`src/rtl/data_send.sv`:
```
// Packet drain: reads an INFO/DATA packet out of the packet RAM and streams it
// as bytes through a small skid FIFO with valid/ready/last.
module data_send #(
  parameter int RD_LAT     = 2,
  parameter int FIFO_DEPTH = 4,
  localparam int CW        = $clog2(FIFO_DEPTH + 1)
) (
  input  logic          clk,
  input  logic          rst,
  input  logic          fs_i,
  output logic          fd_o,
  input  logic [3:0]    btype_i,
  input  logic [3:0]    data_idx_i,
  input  logic [0:79]   usb_stat_i,
  output logic [14:0]   ram_txa_o,
  input  logic [7:0]    ram_txd_i,
  output logic [7:0]    tx_data_o,
  output logic          tx_valid_o,
  input  logic          tx_ready_i,
  output logic          tx_last_o,
  output logic [12:0]   tx_len_o,
  output logic [2:0]    state_o,
  output logic [CW-1:0] fifo_cnt_o
);

  localparam int PW = (FIFO_DEPTH > 1) ? $clog2(FIFO_DEPTH) : 1;

  typedef enum logic [2:0] {
    S_IDLE  = 3'd0,
    S_WAIT  = 3'd1,
    S_LEN   = 3'd2,
    S_READ  = 3'd3,
    S_DRAIN = 3'd4,
    S_DONE  = 3'd5
  } state_e;

  state_e        state_q, state_d;
  logic [14:0]   base_q, ram_txa_q, dec_base;
  logic [12:0]   len_q, rd_cnt_q, tx_cnt_q, dec_len;
  logic [RD_LAT:0] vld_q;
  logic [7:0]    fifo_mem_q [FIFO_DEPTH];
  logic [PW-1:0] wr_ptr_q, rd_ptr_q;
  logic [CW-1:0] cnt_q;
  logic [7:0]    inflight, used;
  logic          issue, push, pop;
  logic          unused_stat;

  // Only the two code bits of each 10-bit device field matter here.
  assign unused_stat = ^usb_stat_i;

  always_comb begin
    dec_base = '0;
    dec_len  = '0;
    if (btype_i == 4'h1) begin
      dec_base = 15'h0100;
      dec_len  = 13'd14;
    end else if (btype_i == 4'hE && data_idx_i <= 4'd5) begin
      dec_base = 15'h1000 + 15'(data_idx_i) * 15'h1200;
      dec_len  = 13'd8;
      for (int k = 0; k < 8; k++) begin
        case ({usb_stat_i[10*k], usb_stat_i[10*k+1]})
          2'b01:   dec_len = dec_len + 13'd128;
          2'b10:   dec_len = dec_len + 13'd256;
          2'b11:   dec_len = dec_len + 13'd512;
          default: dec_len = dec_len;
        endcase
      end
    end
  end

  // Handshake: a byte transfers on a cycle where tx_valid_o && tx_ready_i;
  // while tx_ready_i is low the presented byte, valid and last hold steady.
  assign tx_valid_o = (cnt_q != '0);
  assign tx_data_o  = fifo_mem_q[rd_ptr_q];
  assign tx_last_o  = tx_valid_o && (tx_cnt_q == len_q - 13'd1);
  assign pop        = tx_valid_o && tx_ready_i;
  assign push       = vld_q[RD_LAT];

  always_comb begin
    inflight = '0;
    for (int i = 0; i <= RD_LAT; i++) inflight = inflight + 8'(vld_q[i]);
  end

  // A slot released by this cycle's pop may be claimed by this cycle's issue.
  assign used = 8'(cnt_q) + inflight - 8'(pop);

  always_ff @(posedge clk or posedge rst) begin
    if (rst) state_q <= S_IDLE;
    else     state_q <= state_d;
  end

  always_comb begin
    state_d = state_q;
    case (state_q)
      S_IDLE:  state_d = S_WAIT;
      S_WAIT:  if (fs_i) state_d = S_LEN;
      S_LEN:   state_d = (dec_len == '0) ? S_DONE : S_READ;
      S_READ:  if (issue && rd_cnt_q == len_q - 13'd1) state_d = S_DRAIN;
      S_DRAIN: if (pop && tx_cnt_q == len_q - 13'd1) state_d = S_DONE;
      S_DONE:  if (!fs_i) state_d = S_WAIT;
      default: state_d = S_IDLE;
    endcase
  end

  always_comb begin
    fd_o    = (state_q == S_DONE);
    issue   = (state_q == S_READ) && (rd_cnt_q != len_q) && (used < 8'(FIFO_DEPTH));
    state_o = state_q;
  end

  always_ff @(posedge clk or posedge rst) begin
    if (rst) begin
      base_q    <= '0;
      len_q     <= '0;
      rd_cnt_q  <= '0;
      tx_cnt_q  <= '0;
      ram_txa_q <= '0;
      vld_q     <= '0;
      wr_ptr_q  <= '0;
      rd_ptr_q  <= '0;
      cnt_q     <= '0;
    end else begin
      vld_q <= {vld_q[RD_LAT-1:0], issue};
      if (state_q == S_LEN) begin
        base_q   <= dec_base;
        len_q    <= dec_len;
        rd_cnt_q <= '0;
        tx_cnt_q <= '0;
      end else begin
        if (issue) rd_cnt_q <= rd_cnt_q + 13'd1;
        if (pop)   tx_cnt_q <= tx_cnt_q + 13'd1;
      end
      if (issue)                 ram_txa_q <= base_q + 15'(rd_cnt_q);
      else if (state_q == S_WAIT) ram_txa_q <= '0;
      if (push) wr_ptr_q <= (wr_ptr_q == PW'(FIFO_DEPTH - 1)) ? '0 : wr_ptr_q + 1'b1;
      if (pop)  rd_ptr_q <= (rd_ptr_q == PW'(FIFO_DEPTH - 1)) ? '0 : rd_ptr_q + 1'b1;
      case ({push, pop})
        2'b10:   cnt_q <= cnt_q + 1'b1;
        2'b01:   cnt_q <= cnt_q - 1'b1;
        default: cnt_q <= cnt_q;
      endcase
    end
  end

  always_ff @(posedge clk) begin
    if (push) fifo_mem_q[wr_ptr_q] <= ram_txd_i;
  end

  assign ram_txa_o  = ram_txa_q;
  assign tx_len_o   = len_q;
  assign fifo_cnt_o = cnt_q;

endmodule

```
`config.mk`:
```
export PLATFORM = sky130hd
export DESIGN_NAME = data_send
export DESIGN_NICKNAME = d
export VERILOG_FILES = /design/src/rtl/data_send.sv
export SDC_FILE = /design/constraint.sdc
export NUM_CORES = 1
export LEC_CHECK = 0
export BUFFER_PORTS_ARGS = -buffer_cell sky130_fd_sc_hd__buf_4
export CORE_UTILIZATION = 30
export DETAILED_ROUTE_END_ITERATION = 10
export GPL_ROUTABILITY_DRIVEN = 0
export HOLD_SLACK_MARGIN = 0.15
export PLACE_DENSITY = 0.45
export SLEW_MARGIN = 25
export SYNTH_ARGS = -nofsm -noshare
export SYNTH_HDL_FRONTEND = slang
export SYNTH_SLANG_ARGS = --single-unit
```
`constraint.sdc`:
```
create_clock -name clk -period 5.1 [get_ports clk]
set_input_delay 0.255 -clock clk [delete_from_list [all_inputs] [get_ports clk]]
set_output_delay 0.255 -clock clk [all_outputs]
set_load 0.005 [all_outputs]
```
# Word level (Yosys, flattened, before mapping)
# Memory sizes are Yosys's and may differ from the RTL's.
# Index checks and enable logic that the tools add are counted.
# totals
reg_bits	82
ramBits	32
input_bits	100
output_inout_bits	45
elab_cells	148
n_memories	1
# memory_table
memory	words	word_bits	rd	rd_clocked_by_memory_dff	write_ports	line_no	rtl
fifo_mem_q	4	8	1	0	1	41	logic [7:0] fifo_mem_q [FIFO_DEPTH];
# classes
addsub	34
n_mul	1
order_cmp	2
n_eq_ne	42
mux	43
reduce_logical	15
# ops
cell	count
$pmux W13 S3	7
$mux W13	20
$add A13 B10 Y13 const B	7
$add A13 B8 Y13 const B	7
$add A13 B9 Y13 const B	7
$mux W15	4
$eq A2 B2 Y1 const B	19
$pmux W10 S3	1
$add A13 B1 Y13 const B	2
$eq A13 B13 Y1	2
$eq A2 B1 Y1 const B	9
$pmux W3 S6	1
$add A13 B15 Y15 const A	1
$add A15 B13 Y15	1
$mux W3	5
$logic_not A13 Y1	1
$ne A13 B13 Y1	1
$sub A13 B1 Y13 const B	1
$lt A8 B3 Y1 const B	1
$ne A2 B2 Y1 const B	4
$reduce_bool A2 Y1	4
$logic_and A1 B1 Y1	7
$eq A3 B2 Y1 const B	2
$eq A3 B3 Y1 const B	2
other kinds (18)	21

# Longest topological paths before layout
# depth
depth_word	35
depth_mapped	35
depth_no_buf	35

# Worst setup path after synthesis
# OpenSTA, ideal clock, no wires.
# synth_path
kind	input to register
from	input usb_stat_i[1] (netlist bit)
to	register len_q[12], in the netlist tx_len_o[12]
setup_time_ns	0.069
t_arrival_ns	6.114
t_required_ns	5.031
slack_ns	-1.083
stages	35
path_buffers	1
cell_sequence	inv_1 ha_1 or3_1 a31o_1 buf_6 ha_1 inv_1 a21oi_1 o21ai_2 o211ai_2 ha_1 inv_1 o32ai_1 nor4_4 inv_1 ha_1 nor2_1 a21oi_2 o211a_1 ha_1 nand2_1 o31ai_1 nand2_1 o211ai_2 ha_1 mux2i_1 o21ai_2 ha_1 nand2_1 nor2_1 a21oi_2 a211oi_2 or4b_1 a211o_1 nand3_1
# synth_between
elab_chain_cells	32
elab_cells_between_ends	48
classes_between	add/sub (21); eq/ne (3); mux (24)
# synth_lines
item	line_no	rtl
start: declaration	14	input logic [0:79] usb_stat_i,
$eq A2 B2 Y1 or $eq A2 B1 Y1 (tied branches)	61	case ({usb_stat_i[10*k], usb_stat_i[10*k+1]})
$pmux W10 S3 *	61	
$mux W13 *	57	end else if (btype_i == 4'hE && data_idx_i <= 4'd5) begin
$mux W13 *	54	if (btype_i == 4'h1) begin
$add A13 B10 Y13, or another cell as far along	64	2'b11: dec_len = dec_len + 13'd512;
$pmux W13 S3 *	61	
$mux W13 *	57	
$mux W13 *	54	
(+16 left out)	--	
$add A13 B10 Y13, or another cell as far along	64	
$pmux W13 S3 *	61	
$mux W13 *	57	
$mux W13 *	54	
$add A13 B10 Y13, or another cell as far along	64	
$pmux W13 S3 *	61	
$mux W13 *	57	
$mux W13 *	54	
end signal: assignment	126	len_q <= dec_len;
end: declaration	39	logic [12:0] len_q, rd_cnt_q, tx_cnt_q, dec_len;
# Every way passes the cells marked *; elsewhere a longest branch is shown, timed or not. The select of a mux whose other input is x is not followed.
# A chain may end at the register's enable or synchronous reset.

# Worst setup path after layout
# layout_path
from	input usb_stat_i[0] (netlist bit)
to	register len_q[12], in the netlist tx_len_o[12]
# The elaborated chain is that of the path after synthesis.

==> metrics.md <==
| Metric | Value |
|---|---|
| CTS H-tree lvls | 3 |
| Setup slack, reg-to-reg | 0.65 ns |
| Post-Route Setup TNS | -0.548 ns |
| Yosys warnings | 0 |
| Global-route wire length before repair | 29,300 microns |
| CTS tree | done |
| Post-synthesis mux area share | 4.74% |
| DRT antenna net count | 0 |
| Post-DP HPWL | between 10,000 and 15,000 microns |
| Std cell rows | 54 |
| Starting DRT DRC Count | 181 |
| Reg clk slew, reported paths | 0.08 ns |
| Highest cell delay on the worst timing path | between 0.4 and 0.5 ns |
| Area grow syn2layout | 29.5% |
| Slew HR | 41.5% |
| ANT cells | 0 |
| TritonCTS buffer count | 9 |
| Fin Clk Skew | approximately 0.014 ns |
| RSZ-0062 raised after global routing | true |
| VDD IR-drop max | 0.175 mV |
| Synthesized instance count | 712 |
| Gr usage total | 15.4% |
| Fraction of registers with async set/reset | 68.0% |
| Vias/cell | 4.96 |
| CP required | 5.39 ns |
| Startpoint types | input port |
| Area contributors post-synth | dfrtp_1, edfxtp_1, ha_1 |
| Area leader, netlist | dfrtp_1 |
| Outcome | complete, but fails checks |
| Slowest-stage cell, CP | or4b_4 |
| Compound-gate portion of the synthesized area | 15.1% |
| Initial antenna violation count | 0 |
| CTS Root Buffer Type | clkbuf_16 |
| Pre-antenna DRT Iters | 5 |
| Simple-Gate Fraction of Synth Area | 16.2% |
| DR WL/cell | 15.4 microns |
| Largest net degree at the start of global routing | 69 |
| Clk sink count | 100 |
| Synth cell types | 74 |
| Worst setup margin | -0.355 ns |
| CTS Buffer Depth | 2 |
| Fin nets | 994 |
| Minimum clock period after layout | 5.45 ns |
| Die W | 153 microns |
| Leakage | 3.90 nW |
| Tightest Pin Transition | 0.878 ns |
| Fraction of layout instances using a drive strength above 1 | 27.2% |
| Via Count | around 5,600 |
| I/O Buffers | 76 |
| Placed Cells | 1,095 |
| IO Pins | 145 |
| Final period util | 107% |
| Share of the synthesized area in the top cell type | 24.9% |
| Worst Setup End Kind | register |
| Drt total wl | 17,400 microns |
| Area share of fa/ha/maj cells after synthesis | 8.94% |
| Pre-CTS setup slack | -0.918 ns |
| Worst Path Max Fanout | 4 |
| Die area | about 23,000 sq um |
| Failing checks | setup timing |
| Total of max-cap violations | 0 |
| FF+latch count, synth | 100 |
| Starting Density | 30.9% |
| XOR/XNOR Fraction of Synth Area | 11.1% |
| Count of final setup violators | 3 |
| Clock Latency Late Sink | around 0.36 ns |
| Syn avg cell area | between 9 and 10 sq um |
| Ys flop type | dfrtp_1 |
| Power per cell area | 402 nW/um^2 |
| Vias in the first global route | 5,875 |
| Arrival @ worst endpoint | 5.74 ns |
| Largest family of logic cells by synthesized area | simple AND/OR/NAND/NOR gates |
| Die height | 153 microns |
| Final Max Tran Viols | 0 |
| Filler cell count | 2,156 |
| Synthesized area | 6830 sq um |
| Achievable Freq | 183 MHz |
| Final instance count without filler cells | 1,132 |
| Grt ovf | 0 |
| Register area share after synthesis | 39.0% |
| DRC errors left | 0 |
| Hold Fails Final Rpt | 0 |
| Hold Crit Class | in2async |
| Crit Path Class | in2reg |
| Post-synth EDFFs | 32 |
| Core area | 22,100 sq um |
[synthesized netlist by cell type, types with 12 or more instances]
cell      count
and2_1       12
nor2_1       59
o21ai_0      48
inv_1        39
nand2_1      83
a21oi_1      20
nand3_1      17
nor3_1       13
xor2_1       39
dfrtp_1      68
edfxtp_1     32
xnor2_1      35
clkbuf_1     26
ha_1         44
[metal layers]
| layer | track usage (%) | vias to the layer above | part of all wire [%] |
|---|---|---|---|
| met5 | 0 | - | 0 |
| met4 | 4.62 | 0 | 1.5 |
| met3 | 2.32 | 19 | 2.9 |
| met2 | 27.5 | 98 | 50 |
| met1 | 19.1 | 2726 | 46 |
| li1 | - | 2776 | - |
[layout by cell type (no fill, tap or decap), types with 5 or more instances in the layout]
| master | n |
|---|---|
| nor4_1 | 6 |
| mux2i_1 | 9 |
| mux4_2 | 8 |
| and3_1 | 7 |
| and2_1 | 11 |
| buf_4 | 144 |
| dfrtp_1 | 68 |
| ha_4 | 9 |
| a21boi_0 | 5 |
| xnor2_1 | 34 |
| o211ai_1 | 5 |
| nor3_1 | 11 |
| a21oi_1 | 14 |
| o22ai_1 | 8 |
| a21oi_2 | 8 |
| nand3_1 | 17 |
| nor2b_1 | 7 |
| clkbuf_16 | 9 |
| a22o_1 | 6 |
| edfxtp_1 | 32 |
| nand4_1 | 11 |
| nand2b_1 | 6 |
| xor2_1 | 39 |
| dlygate4sd3_1 | 11 |
| inv_8 | 6 |
| inv_1 | 34 |
| nand2_1 | 80 |
| a21o_1 | 5 |
| o21ai_0 | 44 |
| nor2_1 | 54 |
| ha_1 | 34 |
| o21a_1 | 6 |
[registers in the layout, indices dropped and copies added, names as in the netlist]
name        count
base_q          7
fifo_cnt_o      3
fifo_mem_q     32
ram_txa_o      15
rd_cnt_q       13
rd_ptr_q        2
state_o         3
tx_cnt_q       13
tx_len_o        7
vld_q           3
wr_ptr_q        2
[worst max-delay path: cells and delay by family]
family / cells / cell delay, ns
multiplexers: 3 / 0.55
AO/OA/AOI/OAI: 14 / 2.03
adder cells (fa/ha/maj): 7 / 1.70
AND/OR/NAND/NOR: 8 / 1.08
buffers and inverters: 2 / 0.14
[path summary, 6_finish.rpt]
path,from,depth (start not counted),endpoint
max,usb_stat_i[0],34,tx_len_o[12]
min,rst,3,fifo_cnt_o[0]
max reg2reg,fifo_cnt_o[1],19,state_o[2]
min reg2reg,vld_q[1],0,vld_q[2]
max in group asynchronous,rst,3,rd_cnt_q[11]
min in group clk,fs_i,3,state_o[2]
[per-stage QoR]
stage	area [sq um]	utilization [%]	power, mW	hold slack, ns
after floorplan	6980	-	2.18	0.354
after global placement	8180	37.0	2.74	0.373
after detailed placement	8180	37.0	2.78	0.372
after CTS	8830	40.0	3.60	0.196
after global routing	8850	40.0	3.86	0.215
final	8850	40.0	3.56	0.133
[repair_timing]
action	CTS	global route
pin swaps	22	11
hold buffers	11	0
endpoints found under the setup margin	3	5
gates resized for setup	28	8
hold endpoints to repair	35	0
buffers inserted	11	1
cloned	0	0
[area by class of cell]
type	count	area, sq um	share of cell area (%)
Inverter	40	160	1.81
Tap cell	280	350	3.96
Sequential cell	100	2660	30.1
Multi-Input combinational cell	538	4120	46.5
Clock inverter	7	93.8	1.06
Timing Repair Buffer	158	1240	14.0
Clock buffer	9	225	2.55
[logic make-up (layout without fill, tap and decap cells)]
logic type                 after synthesis  in the layout
xor gates and xnor gates                79             79
other                                    1              4
adders and majority gates               47             47
DFF                                    100            100
buffers and inverters                   77            214
and+or+nand+nor                        235            235
AOI/OAI and AO/OA                      151            151
muxes                                   22             22
[report_power, final]
part	switching (mW)	leakage, nW	total (mW)	internal, mW
Sequential	0.181	1.13	1.18	0.995
Clock	0.338	0.155	0.736	0.398
Combinational	0.827	2.62	1.64	0.817
Total	1.35	3.90	3.56	2.21
No activity file was read; power rests on OpenSTA's default activity.
